[config.mk]
export PLATFORM = sky130hd
export DESIGN_NAME = io_rle_encoder
export DESIGN_NICKNAME = d
export VERILOG_FILES = /design/src/rtl/io_rle_encoder.sv
export SDC_FILE = /design/constraint.sdc
export NUM_CORES = 1
export LEC_CHECK = 0
export BUFFER_PORTS_ARGS = -buffer_cell sky130_fd_sc_hd__buf_2
export CORE_MARGIN = 2
export CORE_UTILIZATION = 40
export DETAILED_ROUTE_END_ITERATION = 8
export SLEW_MARGIN = 40
export SYNTH_ARGS = -nofsm -noshare
export SYNTH_HDL_FRONTEND = slang
export SYNTH_SLANG_ARGS = --single-unit
[constraint.sdc]
create_clock -name clk -period 8 [get_ports clk]
set_input_delay 1.6 -clock clk [delete_from_list [all_inputs] [get_ports clk]]
set_output_delay 1.6 -clock clk [all_outputs]
set_load 0.05 [all_outputs]
[src/rtl/io_rle_encoder.sv]
// io_rle_encoder: fetches n*count 16-bit elements from RAM, run-length encodes
// the resulting bit stream into {bit,len[2:0]} nibbles and packs eight nibbles
// per 32-bit output word, MSB nibble first.
// Build option: define IO_ENC_HEADER_EN to prepend the 10-bit {n,count} header.
module io_rle_encoder #(
  parameter int unsigned ADDR_STRIDE = 4
) (
  input  logic        clk,
  input  logic        rst,
  input  logic        start,
  input  logic [5:0]  n,
  input  logic [3:0]  count,
  output logic [63:0] address,
  output logic [1:0]  WR_RD,
  input  logic [63:0] from_ram,
  output logic [31:0] data_out,
  output logic        out_valid,
  input  logic        out_ready,
  output logic        busy,
  output logic        done
);

  typedef enum logic [2:0] {
    IDLE,
`ifdef IO_ENC_HEADER_EN
    HDR,
`endif
    FETCH,
    WAIT,
    SHIFT,
    FLUSH,
    DRAIN
  } state_t;

  state_t      state_q;
  logic [15:0] elem_q;
  logic [3:0]  bitCnt_q;
  logic [9:0]  elemLeft_q;
  logic        runBit_q;
  logic [2:0]  runLen_q;
  logic [31:0] accum_q;
  logic [2:0]  nibCnt_q;
  logic [63:0] address_q;
  logic        rd_q;
  logic [31:0] dataOut_q;
  logic        outValid_q;
  logic        busy_q;
  logic        done_q;
`ifdef IO_ENC_HEADER_EN
  logic [9:0]  hdr_q;
  logic [3:0]  hdrCnt_q;
`endif

  logic        curBit;
  logic        runBit_d;
  logic [2:0]  runLen_d;
  logic        emit;
  logic [4:0]  shAmt;
  logic [31:0] insWord;
  logic        wordDone;
  logic        bufFree;
  logic        stall;
  logic        consume;
  logic        flushHas;
  logic [31:0] flushWord;
  logic [9:0]  totalElems;
  logic [47:0] unusedRamBits;

  assign unusedRamBits = from_ram[63:16];

  // Select the stream bit presented to the run tracker in the current state
  always_comb begin
    curBit = 1'b0;
`ifdef IO_ENC_HEADER_EN
    if (state_q == HDR) curBit = hdr_q[9];
`endif
    if (state_q == SHIFT) curBit = elem_q[15];
  end

  // Extend the open run, or close it as a nibble when the bit flips or it hits 7
  always_comb begin
    emit     = 1'b0;
    runBit_d = curBit;
    runLen_d = 3'd1;
    if ((runLen_q != 3'd0) && (curBit == runBit_q) && (runLen_q != 3'd7)) begin
      runBit_d = runBit_q;
      runLen_d = runLen_q + 3'd1;
    end else if (runLen_q != 3'd0) begin
      emit = 1'b1;
    end
  end

  // The closed nibble is always the open run; it lands at the next free slot.
  // Padding is implicit because the accumulator starts cleared.
  assign shAmt      = 5'd28 - {nibCnt_q, 2'b00};
  assign insWord    = accum_q | ({28'd0, runBit_q, runLen_q} << shAmt);
  assign wordDone   = emit && (nibCnt_q == 3'd7);
  assign bufFree    = !outValid_q || out_ready;
  assign stall      = wordDone && !bufFree;
  assign flushHas   = (runLen_q != 3'd0) || (nibCnt_q != 3'd0);
  assign flushWord  = (runLen_q != 3'd0) ? insWord : accum_q;
  assign totalElems = 10'(n) * 10'(count);

`ifdef IO_ENC_HEADER_EN
  assign consume = ((state_q == SHIFT) || (state_q == HDR)) && !stall;
`else
  assign consume = (state_q == SHIFT) && !stall;
`endif

  // Main controller: sequencing, RAM reads, run tracking, packing and output buffer
  always_ff @(posedge clk) begin
    if (rst) begin
      state_q    <= IDLE;
      elem_q     <= '0;
      bitCnt_q   <= '0;
      elemLeft_q <= '0;
      runBit_q   <= 1'b0;
      runLen_q   <= '0;
      accum_q    <= '0;
      nibCnt_q   <= '0;
      address_q  <= '0;
      rd_q       <= 1'b0;
      dataOut_q  <= '0;
      outValid_q <= 1'b0;
      busy_q     <= 1'b0;
      done_q     <= 1'b0;
`ifdef IO_ENC_HEADER_EN
      hdr_q      <= '0;
      hdrCnt_q   <= '0;
`endif
    end else begin
      done_q <= 1'b0;
      rd_q   <= 1'b0;
      if (outValid_q && out_ready) outValid_q <= 1'b0;

      if (consume) begin
        runBit_q <= runBit_d;
        runLen_q <= runLen_d;
        if (wordDone) begin
          dataOut_q  <= insWord;
          outValid_q <= 1'b1;
          accum_q    <= '0;
          nibCnt_q   <= '0;
        end else if (emit) begin
          accum_q  <= insWord;
          nibCnt_q <= nibCnt_q + 3'd1;
        end
      end

      case (state_q)
        IDLE: begin
          if (start) begin
            elemLeft_q <= totalElems;
            address_q  <= '0;
            runBit_q   <= 1'b0;
            runLen_q   <= '0;
            accum_q    <= '0;
            nibCnt_q   <= '0;
`ifdef IO_ENC_HEADER_EN
            hdr_q    <= {n, count};
            hdrCnt_q <= '0;
            busy_q   <= 1'b1;
            state_q  <= HDR;
`else
            if (totalElems == 10'd0) begin
              done_q <= 1'b1;
            end else begin
              busy_q  <= 1'b1;
              rd_q    <= 1'b1;
              state_q <= FETCH;
            end
`endif
          end
        end
`ifdef IO_ENC_HEADER_EN
        HDR: begin
          if (consume) begin
            hdr_q    <= {hdr_q[8:0], 1'b0};
            hdrCnt_q <= hdrCnt_q + 4'd1;
            if (hdrCnt_q == 4'd9) begin
              if (elemLeft_q == 10'd0) begin
                state_q <= FLUSH;
              end else begin
                rd_q    <= 1'b1;
                state_q <= FETCH;
              end
            end
          end
        end
`endif
        FETCH: state_q <= WAIT;
        WAIT: begin
          elem_q     <= from_ram[15:0];
          elemLeft_q <= elemLeft_q - 10'd1;
          bitCnt_q   <= '0;
          address_q  <= address_q + 64'(ADDR_STRIDE);
          state_q    <= SHIFT;
        end
        SHIFT: begin
          if (consume) begin
            elem_q   <= {elem_q[14:0], 1'b0};
            bitCnt_q <= bitCnt_q + 4'd1;
            if (bitCnt_q == 4'd15) begin
              if (elemLeft_q == 10'd0) begin
                state_q <= FLUSH;
              end else begin
                rd_q    <= 1'b1;
                state_q <= FETCH;
              end
            end
          end
        end
        FLUSH: begin
          if (!flushHas) begin
            state_q <= DRAIN;
          end else if (bufFree) begin
            dataOut_q  <= flushWord;
            outValid_q <= 1'b1;
            runLen_q   <= '0;
            accum_q    <= '0;
            nibCnt_q   <= '0;
            state_q    <= DRAIN;
          end
        end
        DRAIN: begin
          if (bufFree) begin
            done_q  <= 1'b1;
            busy_q  <= 1'b0;
            state_q <= IDLE;
          end
        end
        default: state_q <= IDLE;
      endcase
    end
  end

  assign address   = address_q;
  assign WR_RD     = {1'b0, rd_q};
  assign data_out  = dataOut_q;
  assign out_valid = outValid_q;
  assign busy      = busy_q;
  assign done      = done_q;

endmodule

# --- Word level (Yosys, flattened, before mapping) ---
# Cells that the tools add are included.
word_totals:
  output_inout_bits: 101
  input_bits: 78
  ff_bits: 172
classes:
  n_addsub: 6
  n_bitwise: 1
  multipliers: 1
  eq_ne: 15
  reduce_logical: 23
  muxes: 70
  n_shift: 1
op_table:
  columns: ["cell", "n"]
  rows:
  - ["$mux 32", 12]
  - ["$pmux 64 s2", 1]
  - ["$add 64x3->64 const B", 1]
  - ["$mux 64", 1]
  - ["$pmux 32 s2", 1]
  - ["$mux 3", 19]
  - ["$or 32x32->32", 1]
  - ["$pmux 16 s2", 1]
  - ["$shl 4x5->32", 1]
  - ["$mux 1", 24]
  - ["$logic_not 10->1", 2]
  - ["$pmux 10 s2", 1]
  - ["$pmux 3 s6", 1]
  - ["$mux 16", 1]
  - ["$pmux 3 s2", 2]
  - ["$mul 6x4->10", 1]
  - ["$mux 10", 1]
  - ["$sub 10x1->10 const B", 1]
  - ["$eq 3x3->1 const B", 3]
  - ["$ne 2x2->1 const B", 4]
  - ["$pmux 4 s2", 1]
  - ["$add 3x1->3 const B", 2]
  - ["$eq 3x2->1 const B", 2]
  - ["$logic_and 1x1->1", 6]
  - ["17 further kinds", 27]

# --- Longest topological paths before layout ---
logic_depth:
  word_depth: 14
  depth_mapped: 11
  mapped_depth_nobuf: 11

# --- Worst setup path before layout ---
# OpenSTA, ideal clock, no wires.
synth_timing:
  kind: "input -> register"
  startpoint: "input n[1]"
  endpoint: "register done_q (netlist: done)"
  arrival_time_ps: 4543
  setup_time_ps: 115
  required_ps: 7885
  path_slack_ps: 3342
  stages: 11
  path_cell_list: "and2_1 -> fa_1 -> inv_1 -> fa_1 -> inv_1 -> ha_1 -> a211oi_1 -> or2_2 -> o311ai_0 -> nor2_1 -> a21bo_2"
synth_between:
  elab_chain_len: 5
synth_lines:
  columns: ["element", "line_no", "rtl"]
  rows:
  - ["start: declaration", "11", "input logic [5:0] n,"]
  - ["$mul 6x4->10", "102", "assign totalElems = 10'(n) * 10'(count);"]
  - ["$logic_not 10->1", "165", "if (totalElems == 10'd0) begin"]
  - ["$mux 1", "165", null]
  - ["$mux 1", "152", "if (start) begin"]
  - ["$pmux 1 s2", "150", "case (state_q)"]
  - ["end signal: assignment", "132", "done_q <= 1'b0;"]
  - ["end signal: assignment", "166", "done_q <= 1'b1;"]
  - ["end signal: assignment", "227", "done_q <= 1'b1;"]
  - ["end: declaration", "48", "logic done_q;"]
# Every way passes these cells.
# A chain may end at the register's enable or synchronous reset.

# --- Worst setup path after layout ---
# Same ends and word-level chain as after synthesis.

==> run_results.csv <==
group,metric,value,unit
hold_path,min_from,"accum_q[6]",
cells_and_area,area_delta_synth_final,16.20,%
detailed_routing,drcViolationCount,0,
cells_and_area,final_nets,1256,
cells_and_area,fin_util,47.42,%
grt,grt_pass1_wl,37920,um
logic_synthesis,ys_seq_elements,170,
grt,overflow,0,
cts,postCtsHoldBufs,0,
logic_synthesis,netlist_instances,1059,
cts,cts_tree,"yes",
cts,clk-insertion-delay-late,0.43,ns
detailed_routing,routed_wl,22900,um
worst_setup_path,timing.rr.start,"state_q[1]",
logic_synthesis,synth_edf_count,0,
logic_synthesis,syn-cell-area,8906,um2
cts,cts-resized-gates,0,
logic_synthesis,yosysTopAreaCell,"dfxtp_1",
logic_synthesis,synth_top_area_share,38.21,%
timing,slew_headroom,44.18,%
worst_setup_path,worstPathRequired,8.32,ns
detailed_routing,wl_per_cell,15.91,um
hold_path,hp-class,"flip-flop to flip-flop",
timing,min_period,4.520,ns
placement,port_buffers,127,
worst_setup_path,cpPeakStageDelay,0.65,ns
cts,htree_levels,4,
worst_setup_path,startpoint,"n[1]",
power_and_ir_drop,p_leak,4.130,nW
timing,tightest_slew,0.8364,ns
cts,cts_root_buffer,"clkbuf_16",
cts,clock_sinks,170,
logic_synthesis,ys_seq_area_share,38.21,%
cts,clk_pin_slew_worst_paths,0.07,ns
cts,cts_inserted_buffers,17,
floorplanning,io_pins,179,
floorplanning,core_area,21820,um2
floorplanning,num_rows,54,
timing,fin_crit_sh,56.50,%
worst_setup_path,cp_slowest_cell,"o311ai_1",
grt,grt_pass1_vias,7463,
logic_synthesis,ys_types,71,
placement,gp_congestion,0.7754,
power_and_ir_drop,p_per_area,215.2,nW/um2
logic_synthesis,yosys_most_used_dff,"dfxtp_1",
logic_synthesis,yosysWarnings,0,
grt,antenna_found_initial,0,
placement,dp_hpwl,15350,um
timing,fin_setup_tns,0,ns
timing,fmax,0.2212,GHz
detailed_routing,vias,8073,
logic_synthesis,async_flop_share,0,%
cts,cts_setup_buffers,0,
grt,grt_max_degree,67,
worst_setup_path,arrival,4.84,ns
power_and_ir_drop,peakVddDrop,0.0001640,V
cells_and_area,drive_gt1_share,19.74,%
timing,finalMaxSlewViolations,0,
detailed_routing,ant_nets,0,
flow_run,cap_viol_max_count,0,
timing,final-setup-viol-count,0,
worst_setup_path,start_kind,"input port",
floorplanning,dieArea,23470,um2
worst_setup_path,crit_buf_inv,3,
worst_setup_path,crit_family,"adder cells",
worst_setup_path,crit_type,"input port to flip-flop",
cells_and_area,diodes,0,
cts,cts.path.max_buffers,2,
worst_setup_path,worstPathCellList,"buf_2, and2_1, fa_1, inv_1, fa_1, inv_1, ha_1, a211oi_1, or2_2, o311ai_1, nor2_1, a21bo_2",
logic_synthesis,avgSynthCellArea,8.410,um2
grt,track_usage,19.44,%
floorplanning,die_x,153.2,um
logic_synthesis,synthTopCellsByArea,"dfxtp_1 (38%), nor2_1 (5.4%), a21oi_1 (4.9%)",
outcome,outcome,"complete, no violations",
detailed_routing,vias_per_cell,5.606,
detailed_routing,drt_iter0_drc,446,
worst_setup_path,end_kind,"flip-flop",
worst_setup_path,crit_fanout,5,
worst_setup_path,r2r_slack,4.98,ns
floorplanning,initial_core_util,40.81,%
floorplanning,die_height,153.2,um
detailed_routing,dr.pass1.iters,5,
timing,rsz0062_at_grt,"no",
timing,fin_worst_skew,0.01338,ns
timing,finalHoldViolCount,0,
## registers in the layout (all words and copies together), names as in the netlist
signal / cells
rd_q: 1
elemLeft_q: 10
runBit_q: 1
accum_q: 32
busy: 1
elem_q: 16
out_valid: 1
runLen_q: 3
nibCnt_q: 3
done: 1
data_out: 32
state_q: 3
bitCnt_q: 4
address: 62
## layer usage
metal / up-vias / global-route usage (%) / wire [um]
met2: 153 / 32.53 / 10900
met3: 22 / 3.601 / 1048
met5: - / 0 / 0
met4: 0 / 6.614 / 342
met1: 3829 / 25.26 / 10620
li1: 4069 / - / -
## metrics by stage
stage               power (mW)  instance area (um2)  hold WS, ns  std cells  setup slack (ns)
finish                   2.227                10350       0.4702       1440             3.480
global route             2.337                10350       0.5003       1440             3.223
CTS                      2.251                10340       0.4731       1439             3.501
detailed placement       1.386                 9726       0.4554       1407             3.058
global placement         1.378                 9677       0.4477       1406             2.778
floorplan                1.282                 8914       0.4375       1061             3.342
## where the power goes
part / internal, mW / leakage, nW / switching [mW]
Combinational: 0.148 / 2.47 / 0.273
Clock: 0.474 / 0.291 / 0.389
Sequential: 0.894 / 1.37 / 0.0496
Total: 1.52 / 4.13 / 0.711
## cells in the final DEF (no fill, tap or decap), drive strengths merged, types with 12 or more instances in the layout
master and count:
nor2 129, o21ai 19, or3 21, a31oi 12, o211ai 16, mux2i 27
buf 141, ha 23, inv 30, nand4 34, a211oi 54, nand3 40
mux2 22, clkbuf 17, dfxtp 170, nand2 86, a21o 21, nor3 22
a21oi 87, and3 17, a311oi 17, and2 29
## final cells by class
type / instances / area, um2
fillers: 2188 / 11470
multi-input cells: 792 / 5144
flip-flops and latches: 170 / 3403
repair buffers: 141 / 743.2
clock buffers: 17 / 425.4
well taps: 280 / 350.3
clock inverters: 15 / 188.9
inverters: 25 / 93.84
## synth_stat cells, drive strengths merged (6+ instances only)
cell type  instances
o21ai             19
and3              17
nor2b              7
nor2             129
nor3              22
a31oi             12
buf               20
nor4               6
or2                8
o2111ai            8
fa                 8
a311oi            17
mux2              22
o211ai            16
clkbuf            54
a211oi            54
o41ai              6
inv               25
nand3             40
or3               21
and2              29
ha                23
a21o              21
nand4             34
dfxtp            170
mux2i             27
and4               8
a21oi             87
nand2             86
## path summary, 6_finish.rpt
check | end | depth (start not counted)
worst max register to register | address[61] | 6
worst min-delay path | accum_q[6] | 2
worst min register to register | accum_q[6] | 2
worst max-delay path | done | 12
## logic make-up after synthesis
family | Yosys count | synth area share, %
and+or+nand+nor | 429 | 24.52
AOI/OAI and AO/OA | 272 | 20.90
DFF | 170 | 38.21
buffers and inverters | 99 | 4.692
muxes | 49 | 5.816
adders and majority gates | 31 | 5.030
xor gates and xnor gates | 8 | 0.7868
other | 1 | 0.04211
## worst min-delay path, stage by stage, from the launching register on
cell     delay [ns]
dfxtp_1        0.33
a21oi_1        0.04
nor2_1         0.07
Note: power is estimated with default switching activity, not from simulation.
